`config.mk`:
```
export PLATFORM = sky130hd
export DESIGN_NAME = alu_cmd_sequencer_flat
export DESIGN_NICKNAME = d
export VERILOG_FILES = /design/src/rtl/alu_cmd_sequencer_if.sv /design/src/rtl/alu_cmd_sequencer.sv /design/src/flat_wrapper.sv
export SDC_FILE = /design/constraint.sdc
export NUM_CORES = 1
export LEC_CHECK = 0
export ABC_AREA = 1
export CAP_MARGIN = 10
export CORE_MARGIN = 1
export CORE_UTILIZATION = 45
export DETAILED_ROUTE_END_ITERATION = 10
export PLACE_DENSITY = 0.76
export SLEW_MARGIN = 20
export SYNTH_ARGS = -nofsm -noshare
export SYNTH_HDL_FRONTEND = slang
export SYNTH_SLANG_ARGS = --single-unit
```
`constraint.sdc`:
```
create_clock -name clk -period 2.7 [get_ports clk]
set_input_delay 0.27 -clock clk [delete_from_list [all_inputs] [get_ports clk]]
set_output_delay 0.27 -clock clk [all_outputs]
set_load 0.01 [all_outputs]
```
`src/rtl/alu_cmd_sequencer_if.sv`:
```
// Requester, ALU-drive and response signals of alu_cmd_sequencer.
// The slave modport is the sequencer; the master modport is its environment.
interface alu_cmd_sequencer_if #(
    parameter int PTR_W = 2
);
    logic             cmd_valid;
    logic             cmd_ready;
    logic [15:0]      cmd_a;
    logic [15:0]      cmd_b;
    logic [3:0]       cmd_op;
    logic [15:0]      alu_a_in;
    logic [15:0]      alu_b_in;
    logic [3:0]       alu_opcode;
    logic [15:0]      alu_result;
    logic             alu_error;
    logic             rsp_valid;
    logic             rsp_ready;
    logic [15:0]      rsp_result;
    logic             rsp_error;
    logic [3:0]       rsp_op;
    logic [PTR_W:0]   fifo_count;
    logic [15:0]      ops_done;

    modport slave (
        input  cmd_valid, cmd_a, cmd_b, cmd_op, alu_result, alu_error, rsp_ready,
        output cmd_ready, alu_a_in, alu_b_in, alu_opcode,
               rsp_valid, rsp_result, rsp_error, rsp_op, fifo_count, ops_done
    );

    modport master (
        output cmd_valid, cmd_a, cmd_b, cmd_op, alu_result, alu_error, rsp_ready,
        input  cmd_ready, alu_a_in, alu_b_in, alu_opcode,
               rsp_valid, rsp_result, rsp_error, rsp_op, fifo_count, ops_done
    );
endinterface

```
`src/rtl/alu_cmd_sequencer.sv`:
```
// Queues ALU commands, issues them one at a time to the ALU and returns each
// captured result over a valid/ready response port.
module alu_cmd_sequencer #(
    parameter int DEPTH = 4,
    parameter int PTR_W = 2
) (
    input  logic               clk,
    input  logic               reset,
    alu_cmd_sequencer_if.slave bus
);
    typedef struct packed {
        logic [15:0] a;
        logic [15:0] b;
        logic [3:0]  op;
    } cmd_t;

    typedef enum logic [1:0] {IDLE, ISSUE, WAIT, RESP} state_t;

    localparam logic [PTR_W:0] FULL = (PTR_W+1)'(DEPTH);

    state_t           r_state;
    cmd_t             r_mem [DEPTH];
    logic [PTR_W-1:0] r_wptr;
    logic [PTR_W-1:0] r_rptr;
    logic [PTR_W:0]   r_count;
    logic [15:0]      r_alu_a;
    logic [15:0]      r_alu_b;
    logic [3:0]       r_alu_op;
    logic [3:0]       r_cur_op;
    logic             r_rsp_valid;
    logic [15:0]      r_rsp_result;
    logic             r_rsp_error;
    logic [3:0]       r_rsp_op;
    logic [15:0]      r_ops_done;

    logic             w_empty;
    logic             w_push;
    logic             w_pop;
    cmd_t             w_head;

    // Ready is gated by reset so it reads 0 for the whole time reset is held.
    assign w_empty       = (r_count == '0);
    assign bus.cmd_ready = reset && (r_count != FULL);
    assign w_push        = bus.cmd_valid && bus.cmd_ready;
    assign w_pop         = !w_empty && ((r_state == IDLE) || ((r_state == RESP) && bus.rsp_ready));
    assign w_head        = r_mem[r_rptr];

    always_ff @(posedge clk) begin
        if (w_push) r_mem[r_wptr] <= {bus.cmd_a, bus.cmd_b, bus.cmd_op};
    end

    always_ff @(posedge clk or negedge reset) begin
        if (!reset) begin
            r_wptr  <= '0;
            r_rptr  <= '0;
            r_count <= '0;
        end else begin
            if (w_push) r_wptr <= r_wptr + 1'b1;
            if (w_pop)  r_rptr <= r_rptr + 1'b1;
            case ({w_push, w_pop})
                2'b10:   r_count <= r_count + 1'b1;
                2'b01:   r_count <= r_count - 1'b1;
                default: r_count <= r_count;
            endcase
        end
    end

    // The ALU registers its inputs at the edge closing ISSUE, so alu_* carry
    // the command for that one cycle only and are NOP everywhere else.
    always_ff @(posedge clk or negedge reset) begin
        if (!reset) begin
            r_state      <= IDLE;
            r_alu_a      <= '0;
            r_alu_b      <= '0;
            r_alu_op     <= '0;
            r_cur_op     <= '0;
            r_rsp_valid  <= 1'b0;
            r_rsp_result <= '0;
            r_rsp_error  <= 1'b0;
            r_rsp_op     <= '0;
            r_ops_done   <= '0;
        end else begin
            case (r_state)
                IDLE: begin
                    if (!w_empty) begin
                        r_state                       <= ISSUE;
                        {r_alu_a, r_alu_b, r_alu_op}  <= w_head;
                        r_cur_op                      <= w_head.op;
                    end
                end
                ISSUE: begin
                    r_state  <= WAIT;
                    r_alu_a  <= '0;
                    r_alu_b  <= '0;
                    r_alu_op <= '0;
                end
                WAIT: begin
                    r_state      <= RESP;
                    r_rsp_valid  <= 1'b1;
                    r_rsp_result <= bus.alu_result;
                    r_rsp_error  <= bus.alu_error;
                    r_rsp_op     <= r_cur_op;
                end
                RESP: begin
                    if (bus.rsp_ready) begin
                        r_rsp_valid <= 1'b0;
                        r_ops_done  <= r_ops_done + 16'd1;
                        if (!w_empty) begin
                            r_state                      <= ISSUE;
                            {r_alu_a, r_alu_b, r_alu_op} <= w_head;
                            r_cur_op                     <= w_head.op;
                        end else begin
                            r_state <= IDLE;
                        end
                    end
                end
                default: r_state <= IDLE;
            endcase
        end
    end

    assign bus.alu_a_in   = r_alu_a;
    assign bus.alu_b_in   = r_alu_b;
    assign bus.alu_opcode = r_alu_op;
    assign bus.rsp_valid  = r_rsp_valid;
    assign bus.rsp_result = r_rsp_result;
    assign bus.rsp_error  = r_rsp_error;
    assign bus.rsp_op     = r_rsp_op;
    assign bus.fifo_count = r_count;
    assign bus.ops_done   = r_ops_done;
endmodule
```
`src/flat_wrapper.sv`:
```
// flat-port wrapper written by rule: the top's interface ports become plain ports
module alu_cmd_sequencer_flat 
#(
    parameter int DEPTH = 4,
    parameter int PTR_W = 2
)
  (clk, reset, bus_cmd_valid, bus_cmd_a, bus_cmd_b, bus_cmd_op, bus_alu_result, bus_alu_error, bus_rsp_ready, bus_cmd_ready, bus_alu_a_in, bus_alu_b_in, bus_alu_opcode, bus_rsp_valid, bus_rsp_result, bus_rsp_error, bus_rsp_op, bus_fifo_count, bus_ops_done);
  alu_cmd_sequencer_if #(.PTR_W(PTR_W)) bus_i ();
  input  logic clk;
  input  logic reset;
  input wire logic [$bits(bus_i.cmd_valid)-1:0] bus_cmd_valid;
  input wire logic [$bits(bus_i.cmd_a)-1:0] bus_cmd_a;
  input wire logic [$bits(bus_i.cmd_b)-1:0] bus_cmd_b;
  input wire logic [$bits(bus_i.cmd_op)-1:0] bus_cmd_op;
  input wire logic [$bits(bus_i.alu_result)-1:0] bus_alu_result;
  input wire logic [$bits(bus_i.alu_error)-1:0] bus_alu_error;
  input wire logic [$bits(bus_i.rsp_ready)-1:0] bus_rsp_ready;
  output wire logic [$bits(bus_i.cmd_ready)-1:0] bus_cmd_ready;
  output wire logic [$bits(bus_i.alu_a_in)-1:0] bus_alu_a_in;
  output wire logic [$bits(bus_i.alu_b_in)-1:0] bus_alu_b_in;
  output wire logic [$bits(bus_i.alu_opcode)-1:0] bus_alu_opcode;
  output wire logic [$bits(bus_i.rsp_valid)-1:0] bus_rsp_valid;
  output wire logic [$bits(bus_i.rsp_result)-1:0] bus_rsp_result;
  output wire logic [$bits(bus_i.rsp_error)-1:0] bus_rsp_error;
  output wire logic [$bits(bus_i.rsp_op)-1:0] bus_rsp_op;
  output wire logic [$bits(bus_i.fifo_count)-1:0] bus_fifo_count;
  output wire logic [$bits(bus_i.ops_done)-1:0] bus_ops_done;
  assign bus_i.cmd_valid = bus_cmd_valid;
  assign bus_i.cmd_a = bus_cmd_a;
  assign bus_i.cmd_b = bus_cmd_b;
  assign bus_i.cmd_op = bus_cmd_op;
  assign bus_i.alu_result = bus_alu_result;
  assign bus_i.alu_error = bus_alu_error;
  assign bus_i.rsp_ready = bus_rsp_ready;
  assign bus_cmd_ready = bus_i.cmd_ready;
  assign bus_alu_a_in = bus_i.alu_a_in;
  assign bus_alu_b_in = bus_i.alu_b_in;
  assign bus_alu_opcode = bus_i.alu_opcode;
  assign bus_rsp_valid = bus_i.rsp_valid;
  assign bus_rsp_result = bus_i.rsp_result;
  assign bus_rsp_error = bus_i.rsp_error;
  assign bus_rsp_op = bus_i.rsp_op;
  assign bus_fifo_count = bus_i.fifo_count;
  assign bus_ops_done = bus_i.ops_done;
  alu_cmd_sequencer #(.DEPTH(DEPTH), .PTR_W(PTR_W)) u_core (.clk(clk), .reset(reset), .bus(bus_i));
endmodule
```
==> impl_results.md, run 1 <==
* DRC viols at 0
* Pre-antenna DRT Iters at 4
* H-tree depth at 1
* Most frequent cells in the layout: 189 x nand2_1, 144 x edfxtp_1, 141 x nor2_1
* Cts bufs inserted at 24
* Largest net degree at the start of global routing at 78
* HP Class: input port to async pin
* Clock sink count at 231
* Area after DPL at 10900 sq um
* Tmin final at 2290 ps
* Top Ports at 135
* Layout area overhead at 26.3%
* Comb power frac at 0.363
* Seq/Total Area, Yosys at 0.698
* Routed wire length at 18.4 mm
* Core Box Area at 20300 sq um
* Skew-Pair Late Insertion Delay at 500 ps
* Synth Instances at 840
* Antenna cell count at 0
* Worst-Margin Slew at 779 ps
* Vias in the first global route at 5950
* Worst slew margin at 0.481
* Leakage power at 4.79 nW
* Post-detail-place hpwl at 11.1 mm
* Final Max Tran Viols at 0
* Port Buf Inserts at 134
* Final net count at 1049
* Layout cells sized above 1 at 0.0731
* Final Hold Vio Count at 0
* Setup TNS at 0 ps
* Design internal power at 8.55 mW
* Post-Syn Nets at 909
* Worst EP arrival at 2670 ps
* Bufs on Longest Clock Path at 3
* Row Count at 52
* MaxCap Viol Count at 0
* Final period util at 0.849
* Clk pwr share at 0.257
* Startpoint types: flip-flop
* Metal-1 WL at 7.80 mm
* Nature of the critical path endpoint: flip-flop
* Routed met3 length at 1.10 mm
* Die Width at 146 microns
* RSZ-0062 raised after global routing: false
* Syn Std Cell Area at 9320 sq um
* Commonest non-fill, non-tap cell in the layout: nand2_1
* WL per Instance at 14.5 microns
* Worst Skew at 6.90 ps
* Fin util at 0.580
* PD cells at 1110 nW/um^2
* Max FO, Critical Path at 5
* Sequential power share at 0.380
* Initial DRC count at 378
* Antenna violations before repair at 0
* Sw Share at 0.343
* First-pass GRT wire length at 29.9 mm
* Final ANT Viol Nets at 0
* Crit Path Class: flip-flop to flip-flop
* Reg clk slew, reported paths at 60 ps
* Die Ht at 146 microns
* Post-CTS Setup Inserts at 0
* Highest routed metal layer: met4
* RD Place Congestion at 0.749
* # fillers at 1661
* Total grt overflow at 0
* CTS tree: done
* Status: finished clean
* Vias per Instance at 4.79
* Metal2 WL at 9.07 mm
* Required @ worst endpoint at 3080 ps
* Worst vdd ir at 589 uV
* Finished layout cell area at 11800 sq um
* Yosys cell types at 31
* Net Switching at 4.46 mW
* Post-synthesis register bit count at 231
* Peak Freq at 0.436 GHz
* Initial core utilization at 0.459
* Clock Root Buffer: clkbuf_16
* Tot GR Track Use at 0.177
* Routed via count at 6068
* Mean post-synth cell area at 11.1 sq um
* Yosys warns at 0
* # setup viols final at 0
* Die area at 21300 sq um
worst max-delay path, cell delays in order, from the launching register on:
cell and delay [ps]:
dfrtp_1 410, ha_1 280, nand2_2 130, inv_1 130, o21ai_0 120, inv_1 100, ha_1 150, inv_1 70
fa_1 390, a21oi_1 140, o21ai_0 100, xor2_1 150
layout make-up:
type,instances,area (sq um),area share
clock buffers,31,678,0.0576
repair buffers,146,1470,0.125
inverters,68,255,0.0217
flip-flops and latches,231,6500,0.552
multi-input cells,509,2380,0.202
well taps,270,338,0.0287
clock inverters,13,143,0.0121
power groups by stage:
stage                     clock network (mW)  registers (mW)  logic (mW)
after floorplan                            0            5.20        2.83
after global placement                     0            4.99        4.67
after detailed placement                   0            5.01        4.79
after CTS                               3.40            4.95        4.81
after global routing                    3.54            5.05        5.36
final                                   3.34            4.95        4.72
cells in the mapped netlist:
library cell / number / area, sq um
buf_2: 8 / 40.0
a21oi_1: 3 / 15.0
nand3b_1: 2 / 15.0
nand3_4: 1 / 17.5
clkbuf_1: 8 / 30.0
nor3_1: 1 / 5.00
buf_1: 5 / 18.8
ha_1: 11 / 138
a21boi_0: 1 / 7.51
o21ai_0: 47 / 235
o21bai_1: 1 / 7.51
nor2_4: 2 / 22.5
dfrtp_1: 87 / 2180
nor2_1: 145 / 544
nor3_2: 1 / 10.0
edfxtp_1: 144 / 4320
buf_6: 10 / 113
fa_1: 1 / 20.0
nand3_2: 2 / 20.0
nand2_1: 189 / 709
nand4_4: 1 / 21.3
xnor2_1: 6 / 52.6
nor2_2: 1 / 6.26
xor2_1: 6 / 52.6
o21ai_1: 64 / 320
inv_1: 65 / 244
inv_2: 3 / 11.3
nand2_2: 5 / 31.3
buf_4: 1 / 7.51
nand3_1: 13 / 65.1
nand4_1: 6 / 37.5
state kept, by name, summed over array words and instances (netlist names), 2 cells and up:
| name | flops |
|---|---|
| u_core.bus.ops_done | 16 |
| u_core.bus.rsp_op | 4 |
| u_core.r_state | 2 |
| u_core.bus.alu_opcode | 4 |
| u_core.r_rptr | 2 |
| u_core.bus.alu_a_in | 16 |
| u_core.bus.alu_b_in | 16 |
| u_core.r_mem | 144 |
| u_core.bus.rsp_result | 16 |
| u_core.r_cur_op | 4 |
| u_core.bus.fifo_count | 3 |
| u_core.r_wptr | 2 |
path summary, 6_finish.rpt:
kind                                                  startpoint                               endpoint  slack (ps)  depth (start not counted)
max                                u_core.r_state[0]$_DFFE_PN0P_   u_core.bus.fifo_count[2]$_DFFE_PN0P_         410                         11
min                                                        reset     u_core.bus.ops_done[8]$_DFFE_PN0P_         140                          2
max reg2reg                        u_core.r_state[0]$_DFFE_PN0P_   u_core.bus.fifo_count[2]$_DFFE_PN0P_         410                         11
min reg2reg                u_core.bus.rsp_result[12]$_DFFE_PN0P_  u_core.bus.rsp_result[12]$_DFFE_PN0P_         470                          2
max in group asynchronous                                  reset           u_core.r_rptr[1]$_DFFE_PN0P_        1580                          3
min in group clk                              bus_alu_result[12]  u_core.bus.rsp_result[12]$_DFFE_PN0P_         310                          3
metal layers:
layer / up-vias / global-route usage
met2: 177 / 0.311
met1: 2820 / 0.220
met4: 0 / 0.0553
li1: 3042 / -
met3: 29 / 0.0348
met5: - / 0
per-stage QoR:
stage	std cells	worst slack [ps]	total power [mW]	hold slack [ps]
detailed placement	1223	281	9.80	117
global placement	1223	330	9.66	115
finish	1268	409	13.0	139
global route	1268	170	14.0	148
CTS	1268	393	13.2	125
floorplan	840	-356	8.02	-25.6
repair_timing:
action,CTS,global route
gates resized for setup,0,0
hold endpoints to repair,10,0
hold buffers,1,0
cell families after synthesis:
kind of cell | Yosys count | synth area share
simple gates | 369 | 0.162
flops | 231 | 0.698
compound gates | 116 | 0.0628
buf+inv | 100 | 0.0498
xor+xnor | 12 | 0.0113
fa+ha+maj | 12 | 0.0169
No activity file was read; power rests on OpenSTA's default activity.
==> run 2, diff against run 1 <==
--- a/config.mk
+++ b/config.mk
@@ -10,7 +10,7 @@
 export CORE_MARGIN = 1
 export CORE_UTILIZATION = 45
 export DETAILED_ROUTE_END_ITERATION = 10
-export PLACE_DENSITY = 0.76
+export PLACE_DENSITY = 0.73
 export SLEW_MARGIN = 20
 export SYNTH_ARGS = -nofsm -noshare
 export SYNTH_HDL_FRONTEND = slang
==> constraint.sdc (replaced) <==
create_clock -name clk -period 2.4 [get_ports clk]
set_input_delay 0.24 -clock clk [delete_from_list [all_inputs] [get_ports clk]]
set_output_delay 0.24 -clock clk [all_outputs]
set_load 0.01 [all_outputs]
==> impl_results.md, run 2 (same netlist as run 1, synthesis figures left out) <==
* Status: finished clean (unchanged)
* Most frequent cells in the layout: 189 x nand2_1, 144 x edfxtp_1, 141 x nor2_1 (unchanged)
* Tmin final at 2200 ps (was 2290 ps)
* # fillers at 1661 (unchanged)
* Total power at 14.5 mW (was 13.0 mW)
* Crit path cell chain: ha_1 -> nand2_2 -> inv_1 -> o21ai_0 -> inv_1 -> ha_1 -> inv_1 -> fa_1 -> o21ai_0 (was ha_1 -> nand2_2 -> inv_1 -> o21ai_0 -> inv_1 -> ha_1 -> inv_1 -> fa_1 -> a21oi_1 -> o21ai_0 -> xor2_1)
* Row Count at 52 (unchanged)
* Hold_buf cts at 1 (unchanged)
* Worst Skew at 14.8 ps (was 6.90 ps)
* Initial core utilization at 0.459 (unchanged)
* Skew-Pair Late Insertion Delay at 510 ps (was 500 ps)
* Clock Root Buffer: clkbuf_16 (unchanged)
* Commonest non-fill, non-tap cell in the layout: nand2_1 (unchanged)
* Tot GR Track Use at 0.179 (was 0.177)
* PD cells at 1230 nW/um^2 (was 1110 nW/um^2)
* Worst path top cell family by delay: adder cells (unchanged)
* H-tree depth at 1 (unchanged)
* Final Hold Vio Count at 0 (unchanged)
* Register area at 6500 sq um (unchanged)
* Cts bufs inserted at 24 (unchanged)
* DRC viols at 0 (unchanged)
* Port Buf Inserts at 134 (unchanged)
* Area of the multi-input gates at 2380 sq um (unchanged)
* Core Box Area at 20300 sq um (unchanged)
* Bufs on Longest Clock Path at 3 (unchanged)
* Vias per Instance at 4.89 (was 4.79)
* Worst-Margin Slew at 923 ps (was 779 ps)
* Post-detail-place hpwl at 11.9 mm (was 11.1 mm)
* Die Width at 146 microns (unchanged)
* Layout cells sized above 1 at 0.0716 (was 0.0731)
* CP bufs+invs at 3 (unchanged)
* Post-CTS Setup Inserts at 0 (unchanged)
* Most frequent cell on the critical path: inv_1 (unchanged)
* Crit path largest cell delay at 420 ps (was 410 ps)
* Total grt overflow at 0 (unchanged)
* MaxCap Viol Count at 0 (unchanged)
* RD Place Congestion at 0.785 (was 0.749)
* Vias in the first global route at 5957 (was 5950)
* Worst EP arrival at 2620 ps (was 2670 ps)
* Max FO, Critical Path at 5 (unchanged)
* Peak Freq at 0.455 GHz (was 0.436 GHz)
* Layout area overhead at 26.4% (was 26.3%)
* Fin util at 0.580 (about the same)
* Reg2reg setup slack at 200 ps (was 410 ps)
* Worst slew margin at 0.384 (was 0.481)
* Leakage power at 4.79 nW (about the same)
* HP Class: input port to flip-flop (was input port to async pin)
* CTS resizes at 0 (unchanged)
* Routed via count at 6237 (was 6068)
* Largest net degree at the start of global routing at 74 (was 78)
* Clock sink count at 231 (unchanged)
* Hold Slack at 265 ps (was 139 ps)
* Pre-antenna DRT Iters at 5 (was 4)
* First-pass GRT wire length at 30.2 mm (was 29.9 mm)
* Final net count at 1057 (was 1049)
* Antenna violations before repair at 0 (unchanged)
* Initial DRC count at 356 (was 378)
* RSZ-0062 raised after global routing: false (unchanged)
* # setup viols final at 0 (unchanged)
* Routed wire length at 19.1 mm (was 18.4 mm)
* Crit Path Class: flip-flop to flip-flop (unchanged)
* Top Ports at 135 (unchanged)
* Critical path's slowest cell: dfrtp_1 (unchanged)
* Worst vdd ir at 520 uV (was 589 uV)
* Die area at 21300 sq um (unchanged)
* Antenna cell count at 0 (unchanged)
* Final Max Tran Viols at 0 (unchanged)
* WL per Instance at 15.0 microns (was 14.5 microns)
* Die Ht at 146 microns (unchanged)
* Startpoint types: flip-flop (unchanged)
* Reg clk slew, reported paths at 60 ps (about the same)
* Final period util at 0.915 (was 0.849)
* Nature of the critical path endpoint: flip-flop (unchanged)
* Max FFs per register at 144 (unchanged)
* Top reg by flops: u_core.r_mem (unchanged)
* CTS tree: done (unchanged)
* Required @ worst endpoint at 2820 ps (was 3080 ps)
* Final ANT Viol Nets at 0 (unchanged)
[run 2: final timing paths]
path,startpoint,end,cells past startpoint
max,u_core.r_state[0]$_DFFE_PN0P_,u_core.bus.fifo_count[1]$_DFFE_PN0P_,9
min,bus_alu_result[3],u_core.bus.rsp_result[3]$_DFFE_PN0P_,3
max reg2reg,u_core.r_state[0]$_DFFE_PN0P_,u_core.bus.fifo_count[1]$_DFFE_PN0P_,9
min reg2reg,u_core.bus.rsp_op[0]$_DFFE_PN0P_,u_core.bus.rsp_op[0]$_DFFE_PN0P_,2
max in group asynchronous,reset,u_core.r_rptr[1]$_DFFE_PN0P_,4
min in group asynchronous,reset,u_core.bus.ops_done[8]$_DFFE_PN0P_,3
[run 2: layer usage]
metal	GRT usage	wire length, microns	vias up
li1	-	-	3060
met2	0.303	9360	153
met5	0	0	-
met3	0.0307	977	35
met1	0.233	8340	2989
met4	0.0600	424	0
[run 2: power by group]
part | total (mW) | internal, mW | leakage (nW) | switching [mW]
Clock | 3.55 | 2.13 | 0.366 | 1.42
Combinational | 5.42 | 2.20 | 2.04 | 3.22
Sequential | 5.57 | 5.16 | 2.39 | 0.412
Total | 14.5 | 9.48 | 4.79 | 5.06
[run 2: layout make-up]
class,instances,area share
clock inverters,8,0.00733
flip-flops and latches,231,0.552
clock buffers,36,0.0566
well taps,270,0.0287
repair buffers,154,0.131
inverters,68,0.0217
multi-input cells,509,0.202
[run 2: metrics by stage]
stage	setup WS (ps)	setup TNS [ps]	cells	area, sq um
after CTS	214	0	1276	11800
after global routing	16.2	0	1276	11800
after global placement	163	0	1231	11000
after detailed placement	166	0	1231	11000
final	203	0	1276	11800
after floorplan	-93.9	-13520	840	9330
[run 2: worst min-delay path: stages]
cell,delay (ps)
clkdlybuf4s50_1,390
nand2_1,60
nand2_1,50
==> run 3, diff against run 2 <==
--- a/config.mk
+++ b/config.mk
@@ -6,6 +6,7 @@
 export NUM_CORES = 1
 export LEC_CHECK = 0
 export ABC_AREA = 1
+export ABC_CLOCK_PERIOD_IN_PS = 2400
 export CAP_MARGIN = 10
 export CORE_MARGIN = 1
 export CORE_UTILIZATION = 45
==> results of run 3 <==
Final layout, timing and power as in run 2 (identical DEF).
